==> src/rtl/apb_arb_pkg.sv <==
// Shared types and constants for the APB master arbiter.
package apb_arb_pkg;

    localparam int unsigned APB_AW = 32;
    localparam int unsigned APB_DW = 32;

    localparam logic [APB_AW-1:0] DEFAULT_BASE_ADDR = 32'h7000_0000;

    typedef enum logic [1:0] {
        StIdle,
        StSetup,
        StAccess,
        StResp
    } apb_arb_state_e;

    // Unsigned subtract: addresses below the base wrap to huge values and fall outside.
    function automatic logic in_window(input logic [APB_AW-1:0] addr,
                                       input logic [APB_AW-1:0] base,
                                       input int unsigned       size);
        return (addr - base) < size;
    endfunction

endpackage

==> src/rtl/rr_arbiter.sv <==
// Round-robin arbiter: one-hot grant searched from last+1, pointer moves only on advance.
module rr_arbiter #(
    parameter int unsigned N = 2
) (
    input  logic         clk_i,
    input  logic         rst_ni,
    input  logic [N-1:0] req,
    input  logic         advance,
    output logic [N-1:0] grant
);

    localparam int unsigned IdxW = $clog2(N);

    logic [IdxW-1:0] last_q, last_d;
    logic [IdxW-1:0] idx;
    logic [IdxW-1:0] win;

    always_comb begin
        grant = '0;
        win   = last_q;
        idx   = '0;
        for (int unsigned k = 1; k <= N; k++) begin
            idx = IdxW'((32'(last_q) + k) % N);
            if (req[idx] && (grant == '0)) begin
                grant[idx] = 1'b1;
                win        = idx;
            end
        end
    end

    always_comb begin
        last_d = last_q;
        if (advance && (grant != '0)) begin
            last_d = win;
        end
    end

    always_ff @(posedge clk_i or negedge rst_ni) begin
        if (!rst_ni) begin
            last_q <= IdxW'(N - 1);
        end else begin
            last_q <= last_d;
        end
    end

endmodule

==> src/rtl/apb_master_arbiter.sv <==
// APB master shared by NUM_REQ requesters: round-robin grant, SETUP/ACCESS sequencing,
// address window filter and ACCESS timeout.
module apb_master_arbiter
    import apb_arb_pkg::*;
#(
    parameter int unsigned       NUM_REQ      = 2,
    parameter logic [APB_AW-1:0] BASE_ADDR    = DEFAULT_BASE_ADDR,
    parameter int unsigned       WINDOW_BYTES = 16,
    parameter int unsigned       TIMEOUT_CYC  = 16
) (
    input  logic                      pclk,
    input  logic                      presetn,
    input  logic [NUM_REQ-1:0]        req_valid,
    output logic [NUM_REQ-1:0]        req_ready,
    input  logic [NUM_REQ-1:0]        req_write,
    input  logic [NUM_REQ*APB_AW-1:0] req_addr,
    input  logic [NUM_REQ*APB_DW-1:0] req_wdata,
    output logic [NUM_REQ-1:0]        rsp_valid,
    output logic [APB_DW-1:0]         rsp_rdata,
    output logic                      rsp_err,
    output logic                      psel,
    output logic                      penable,
    output logic                      pwrite,
    output logic [APB_AW-1:0]         paddr,
    output logic [APB_DW-1:0]         pwdata,
    input  logic [APB_DW-1:0]         prdata,
    input  logic                      pready,
    input  logic                      pslverr
);

    localparam int unsigned IdxW = $clog2(NUM_REQ);

    apb_arb_state_e    state_q, state_d;
    logic [IdxW-1:0]   idx_q, idx_d;
    logic [APB_AW-1:0] paddr_q, paddr_d;
    logic [APB_DW-1:0] pwdata_q, pwdata_d;
    logic              pwrite_q, pwrite_d;
    logic [APB_DW-1:0] rdata_q, rdata_d;
    logic              err_q, err_d;
    logic [7:0]        cnt_q, cnt_d;

    logic [NUM_REQ-1:0] grant;
    logic               advance;
    logic [IdxW-1:0]    win;
    logic               sel_write;
    logic [APB_AW-1:0]  sel_addr;
    logic [APB_DW-1:0]  sel_wdata;

    assign advance = (state_q == StIdle) && (req_valid != '0);

    rr_arbiter #(
        .N (NUM_REQ)
    ) u_rr_arbiter (
        .clk_i   (pclk),
        .rst_ni  (presetn),
        .req     (req_valid),
        .advance (advance),
        .grant   (grant)
    );

    always_comb begin
        win       = '0;
        sel_write = 1'b0;
        sel_addr  = '0;
        sel_wdata = '0;
        for (int unsigned i = 0; i < NUM_REQ; i++) begin
            if (grant[i]) begin
                win       = IdxW'(i);
                sel_write = req_write[i];
                sel_addr  = req_addr[i*APB_AW +: APB_AW];
                sel_wdata = req_wdata[i*APB_DW +: APB_DW];
            end
        end
    end

    always_comb begin
        state_d   = state_q;
        idx_d     = idx_q;
        paddr_d   = paddr_q;
        pwdata_d  = pwdata_q;
        pwrite_d  = pwrite_q;
        rdata_d   = rdata_q;
        err_d     = err_q;
        cnt_d     = cnt_q;
        req_ready = '0;
        rsp_valid = '0;
        psel      = 1'b0;
        penable   = 1'b0;
        unique case (state_q)
            StIdle: begin
                if (advance) begin
                    req_ready = grant;
                    idx_d     = win;
                    if (in_window(sel_addr, BASE_ADDR, WINDOW_BYTES)) begin
                        paddr_d  = sel_addr;
                        pwdata_d = sel_wdata;
                        pwrite_d = sel_write;
                        state_d  = StSetup;
                    end else begin
                        rdata_d = '0;
                        err_d   = 1'b1;
                        state_d = StResp;
                    end
                end
            end
            StSetup: begin
                psel    = 1'b1;
                cnt_d   = '0;
                state_d = StAccess;
            end
            StAccess: begin
                psel    = 1'b1;
                penable = 1'b1;
                // pready is checked first so a same-cycle timeout still completes normally.
                if (pready) begin
                    rdata_d = pwrite_q ? '0 : prdata;
                    err_d   = pslverr;
                    cnt_d   = '0;
                    state_d = StResp;
                end else if (cnt_q == 8'(TIMEOUT_CYC - 1)) begin
                    rdata_d = '0;
                    err_d   = 1'b1;
                    cnt_d   = '0;
                    state_d = StResp;
                end else begin
                    cnt_d = cnt_q + 8'd1;
                end
            end
            StResp: begin
                rsp_valid[idx_q] = 1'b1;
                state_d          = StIdle;
            end
            default: state_d = StIdle;
        endcase
    end

    assign pwrite    = pwrite_q;
    assign paddr     = paddr_q;
    assign pwdata    = pwdata_q;
    assign rsp_rdata = rdata_q;
    assign rsp_err   = err_q;

    always_ff @(posedge pclk or negedge presetn) begin
        if (!presetn) begin
            state_q  <= StIdle;
            idx_q    <= '0;
            paddr_q  <= '0;
            pwdata_q <= '0;
            pwrite_q <= 1'b0;
            rdata_q  <= '0;
            err_q    <= 1'b0;
            cnt_q    <= '0;
        end else begin
            state_q  <= state_d;
            idx_q    <= idx_d;
            paddr_q  <= paddr_d;
            pwdata_q <= pwdata_d;
            pwrite_q <= pwrite_d;
            rdata_q  <= rdata_d;
            err_q    <= err_d;
            cnt_q    <= cnt_d;
        end
    end

endmodule

==> config.mk <==
export PLATFORM = sky130hd
export DESIGN_NAME = apb_master_arbiter
export DESIGN_NICKNAME = d
export VERILOG_FILES = /design/src/rtl/apb_arb_pkg.sv /design/src/rtl/rr_arbiter.sv /design/src/rtl/apb_master_arbiter.sv
export SDC_FILE = /design/constraint.sdc
export NUM_CORES = 1
export LEC_CHECK = 0
export ABC_AREA = 1
export ABC_CLOCK_PERIOD_IN_PS = 2650
export CELL_PAD_IN_SITES_DETAIL_PLACEMENT = 1
export CELL_PAD_IN_SITES_GLOBAL_PLACEMENT = 1
export CORE_MARGIN = 2
export CORE_UTILIZATION = 29
export CTS_CLUSTER_SIZE = 25
export DETAILED_ROUTE_END_ITERATION = 7
export PLACE_DENSITY = 0.9
export SETUP_SLACK_MARGIN = 0.2
export SKIP_LAST_GASP = 1
export SLEW_MARGIN = 10
export SYNTH_ARGS = -nofsm -noshare
export SYNTH_HDL_FRONTEND = slang
export SYNTH_HIERARCHICAL = 1
export SYNTH_SLANG_ARGS = --single-unit
==> constraint.sdc <==
create_clock -name pclk -period 2.65 [get_ports pclk]
set_input_delay 0.3975 -clock pclk [delete_from_list [all_inputs] [get_ports pclk]]
set_output_delay 0.3975 -clock pclk [all_outputs]
set_load 0.005 [all_outputs]
==> impl_metrics.env <==
export IMPL_layoutNonFillerInstCount=1301
export IMPL_cp_start_kind="register"
export IMPL_ys_seq_area_share_pct=48.11
export IMPL_netlist_instances=756
export IMPL_drive_gt1_share_pct=9.855
export IMPL_worstRegToRegCells=12
export IMPL_path_max_fanout=8
export IMPL_grt_pass1_wl_um=32760
export IMPL_core_area_um2=19400
export IMPL_min_path_type="input port to async pin"
export IMPL_rsz0062_at_grt="true"
export IMPL_syn_to_final_growth_pct=66.16
export IMPL_vdd_ir_drop_max_mv=0.3551
export IMPL_via_per_inst=4.822
export IMPL_period_minus_slack_ns=2.360
export IMPL_max_cap_violations=0
export IMPL_ctsLongestPathBuffers=2
export IMPL_ys_warn_count=6
export IMPL_finalNetCount=1202
export IMPL_arrival_ns=2.59
export IMPL_fill_cells=2334
export IMPL_synth_nets=928
export IMPL_fmax_mhz=423.7
export IMPL_initial_core_util_pct=29.51
export IMPL_die_h_um=144.5
export IMPL_cts_sinks=110
export IMPL_cp_end_kind="register"
export IMPL_wl_per_cell_um=17.44
export IMPL_cts_tree="built"
export IMPL_final_cell_mix="275 x nand2_1, 266 x clkdlybuf4s50_1, 109 x dfrtp_1"
export IMPL_remaining_drc_errors=0
export IMPL_numCtsBuffers=9
export IMPL_dpl_worst_slack_ns=-0.1899
export IMPL_placed_cells=1266
export IMPL_synth_cell_types=29
export IMPL_clock_skew_ns=0.008398
export IMPL_first_pass_iters=4
export IMPL_timing_rr_end="pwdata[24]"
export IMPL_vias=6273
export IMPL_tns_ns=0
export IMPL_drt_initial_drc_count=219
export IMPL_required_ns=2.88
export IMPL_fp_dieArea_um2=20880
export IMPL_rrSetupSlack_ns=0.29
export IMPL_slew_headroom_pct=60.84
export IMPL_antenna_found_initial=0
export IMPL_setup_ws_ns=0.2901
export IMPL_grt_ovfl_total=0
export IMPL_hold_viol_final=0
export IMPL_hpwl_um=15770
export IMPL_holdWs_ns=0.1342
export IMPL_async_flop_share_pct=100.0
export IMPL_tightest_slew_ns=0.5875
export IMPL_h_tree_depth=3
export IMPL_wl_um=22690
export IMPL_antenna_left=0
export IMPL_grt_usage_pct=20.05
export IMPL_cts_root_buf="clkbuf_16"
export IMPL_finish_instance_area_um2=9512
export IMPL_finalCritPeriodShare_pct=89.05
export IMPL_outcome="complete, no violations"
export IMPL_p_leak_nw=4.827
export IMPL_synth_ff_type="dfrtp_1"
export IMPL_path_clk_slew_ns=0.08
export IMPL_dpl_cell_area_um2=8785
export IMPL_synthesis_area_um2=5724
export IMPL_finalSetupViolCount=0
export IMPL_critPathKind="register to register"
export IMPL_r2r_start="u_rr_arbiter/last_q"
export IMPL_final_common_cell="nand2_1"
export IMPL_worstSkewPairLatency_ns=0.35
export IMPL_ys_ff_latch=110
export IMPL_syn_area_per_cell_um2=7.572
export IMPL_crit_end="pwdata[24]"
export IMPL_port_buffers=271
export IMPL_grt_pass1_vias=6429
export IMPL_synth_edff_count=0
export IMPL_die_width_um=144.5
export IMPL_io_pins=272
export IMPL_grt_max_degree=111
export IMPL_placement_rows=51
export IMPL_power_density_nw_per_um2=654.9
export IMPL_gp_congestion=0.8269
export IMPL_crit_start="u_rr_arbiter/last_q"
export IMPL_finalMaxSlewViolations=0
[metrics by stage]
stage	total power, W	util, %
floorplan	0.003258	-
global placement	0.004451	45.29
detailed placement	0.004553	45.29
CTS	0.005931	47.01
global route	0.006607	49.02
finish	0.006229	49.03
[routing by layer]
| layer | GRT usage [%] | vias up | part of all wire (%) |
|---|---|---|---|
| met5 | 0 | - | 0 |
| met4 | 5.416 | 0 | 2.2 |
| met3 | 6.424 | 37 | 8.3 |
| met2 | 34.97 | 236 | 50 |
| met1 | 23.79 | 3054 | 40 |
| li1 | - | 2946 | - |
[worst min path at each step]
stage / slack (ns) / to / cells past startpoint
after floorplan: 0.10 / cnt_q[0] / 0
after global placement: 0.45 / paddr[30] / 2
after detailed placement: 0.46 / paddr[27] / 2
after CTS: 0.16 / rsp_rdata[14] / 2
after global routing: 0.17 / rsp_rdata[10] / 2
final: 0.13 / rsp_rdata[14] / 2
[state kept, by name, indices dropped and copies added, names as in the netlist]
name / flops
idx_q: 1
rsp_rdata: 32
rsp_err: 1
pwrite: 1
state_q: 2
cnt_q: 8
u_rr_arbiter/last_q: 1
paddr: 32
pwdata: 32
[report_power, final]
part           switching (W)  internal [W]
Clock               0.000666      0.000652
Combinational        0.00139       0.00139
Sequential          0.000187       0.00195
Total                0.00224       0.00399
[layout make-up]
class / instances / area [um2] / area share [%]
Timing Repair Buffer: 314 / 3317 / 34.87
Antenna cell: 1 / 2.502 / 0.02631
Sequential cell: 110 / 2754 / 28.95
Multi-Input combinational cell: 529 / 2576 / 27.08
Tap cell: 265 / 331.6 / 3.486
Inverter: 66 / 250.2 / 2.631
Clock buffer: 9 / 225.2 / 2.368
Clock inverter: 7 / 55.05 / 0.5788
[logic make-up (layout without fill, tap and decap cells)]
logic type,after synthesis,in the layout,synth area share (%)
adder cells (fa/ha/maj),4,4,0.8744
buffers and inverters,117,396,9.464
other,0,1,0
AND/OR/NAND/NOR,469,469,33.73
XOR/XNOR,3,3,0.4591
AO/OA/AOI/OAI,53,53,7.366
flip-flops,110,110,48.11
[cells in the mapped netlist, types with 2 or more instances]
| library cell | n | area, um2 |
|---|---|---|
| a22o_1 | 37 | 324.1 |
| a21oi_1 | 4 | 20.02 |
| nor2_2 | 2 | 12.51 |
| buf_4 | 10 | 75.07 |
| inv_1 | 57 | 214.0 |
| ha_1 | 4 | 50.05 |
| nand4_1 | 37 | 231.5 |
| dfrtp_1 | 109 | 2728 |
| nor2_1 | 88 | 330.3 |
| nor3b_1 | 2 | 15.01 |
| xnor2_1 | 2 | 17.52 |
| nand3_1 | 46 | 230.2 |
| o21a_1 | 2 | 15.01 |
| nand2_2 | 2 | 12.51 |
| nand2_1 | 291 | 1092 |
| buf_2 | 16 | 80.08 |
| o21ai_0 | 5 | 25.02 |
| inv_2 | 9 | 33.78 |
| buf_6 | 6 | 67.56 |
| clkbuf_1 | 18 | 67.56 |
[repair_timing]
action	4_1_cts	5_1_grt
setup buffers	2	4
resized for setup	4	40
pin swaps	1	14
hold buffers	0	0
endpoints found under the setup margin	70	100
cloned	1	11
[worst max-delay path, stage by stage, from the launching register on]
cell,delay [ns]
dfstp_2,0.59
inv_2,0.07
a21boi_4,0.23
buf_6,0.15
nand2_4,0.04
o21a_1,0.16
nor2_1,0.09
nand3_1,0.11
nor2_4,0.20
nand3_4,0.21
clkbuf_16,0.23
nand2_1,0.08
nand2_1,0.06
Power figures use the tool's default switching activity.
==> patch, RTL diff (same settings) <==
Change the package constant `APB_AW` from 32 to 48.
--- a/src/rtl/apb_arb_pkg.sv
+++ b/src/rtl/apb_arb_pkg.sv
@@ -1,7 +1,7 @@
 // Shared types and constants for the APB master arbiter.
 package apb_arb_pkg;
 
-    localparam int unsigned APB_AW = 32;
+    localparam int unsigned APB_AW = 48;
     localparam int unsigned APB_DW = 32;
 
     localparam logic [APB_AW-1:0] DEFAULT_BASE_ADDR = 32'h7000_0000;
Ports: changed (resized paddr and req_addr); port bits go from 272 to 320. The function was not compared with the original's and may differ.
==> patch against the unedited design <==
  * The run now ends with setup timing left
  * Area after synthesis grew 22%
  * Sequential power grew 11%
  * Sequential cell count grew 16
  * Worst setup slack lost 540 ps
  * Power grew 41%
  * Cell area grew 38%
  * Wire length grew 53%
  * Critical path type unchanged
==> patch: results (changes against the unedited design) <==
status complete, but fails checks (was finished, final reports clean); violated checks setup timing; sw power 0.00313 W (was 0.00224 W); register area share after synthesis 45.2% (was 48.1%); syn nets 1153 (was 928); H-tree Lvls 4 (was 3); Rel. slew slack 62.0% (was 60.8%); first-pass GRT wire length 49400 um (was 32800 um); drt wl/cell 20.9 um (was 17.4 um); Placer Congestion 0.829 (was 0.827); DPL Wire Length 20900 um (was 15800 um); main area contributors after synthesis dfrtp_1 45%, nand2_1 18%, nand3_1 7.2%, nor2_1 6.8%, a22o_1 4.8% (was dfrtp_1 48%, nand2_1 19%, nor2_1 5.8%, a22o_1 5.7%, nand4_1 4.0%); Area after DPL 0.0108 mm2 (was 0.00878 mm2); post-route setup slack -252 ps (was 290 ps); Tot GR Track Use 24.5% (was 20.0%); WP data arrival 3200 ps (was 2590 ps); number of DRC markers in iteration 0 333 (was 219); final hold slack 457 ps (was 134 ps); vias in the first global route 9103 (was 6429); First-pass DRT Iterations 5 (was 4); Comb power frac 43.5% (was 44.5%); PortBufs 319 (was 271); Reg2Reg Depth 18 (was 12); Worst-Skew Late Latency 410 ps (was 350 ps); cts bufs inserted 17 (was 9); fin cells 1665 (was 1301); clock slew at reported path FFs 60 ps (was 80 ps); vias per cell 5.07 (was 4.82); distinct cell type count after synthesis 30 (was 29); initial antenna violation count 2 (was 0); final setup violation count 115 (was 0); Post-synth top cells 334 x nand2_1, 127 x nor2_1, 125 x dfrtp_1 (was 291 x nand2_1, 109 x dfrtp_1, 88 x nor2_1); layout cell share with drive strength beyond 1 22.1% (was 9.86%); nets 1536 (was 1202)
-- patch: cell count changes in the layout (fill, tap and decap cells not counted), moves of 17 or more --
cell,delta
a21boi_2,+22
nor2_4,+17
nand2_2,+29
buf_4,+24
nand3_2,+19
nand4_1,-32
nand3_1,+31
clkdlybuf4s50_1,+48
-- patch: cell type report --
| type | count | area (um2) |
|---|---|---|
| multi-input cells | 701 | 4000 |
| inverters | 62 | 240 |
| fillers | 2715 | 10400 |
| repair buffers | 424 | 4700 |
| clock inverters | 14 | 209 |
| clock buffers | 17 | 425 |
| diodes | 2 | 5.00 |
| well taps | 319 | 399 |
| flip-flops and latches | 126 | 3150 |
-- patch: per-layer routing --
metal | up-vias | part of all wire [%] | GRT usage [%]
met3 | 102 | 4.5 | 4.85
met2 | 309 | 54 | 46.0
li1 | 3820 | - | -
met4 | 0 | 4.5 | 9.88
met5 | - | 0 | 0
met1 | 4217 | 37 | 27.0
-- patch: stage by stage --
stage / setup slack (ps) / util, % / TNS [ps]
after floorplan: 264 / - / 0
after global placement: -613 / 45.9 / -62890
after detailed placement: -722 / 45.9 / -75470
after CTS: -147 / 52.3 / -11130
after global routing: -428 / 55.8 / -40090
final: -252 / 55.8 / -21460
-- patch: cell families after synthesis --
logic type                 count (synthesis)  synth area share [%]
xor gates and xnor gates                   2                 0.251
AOI/OAI and AO/OA                        117                  12.1
adders and majority gates                  4                 0.717
DFF                                      126                  45.2
and+or+nand+nor                          578                  33.8
buffers and inverters                    122                  7.92
-- patch: repair_timing --
action                                  4_1_cts  5_1_grt
endpoints found under the setup margin      117      115
hold buffers                                  1        0
pin swaps                                    37       66
hold endpoints to repair                     51        0
gates resized for setup                     108      165
setup buffers                                19        7
gates cloned                                 14        9
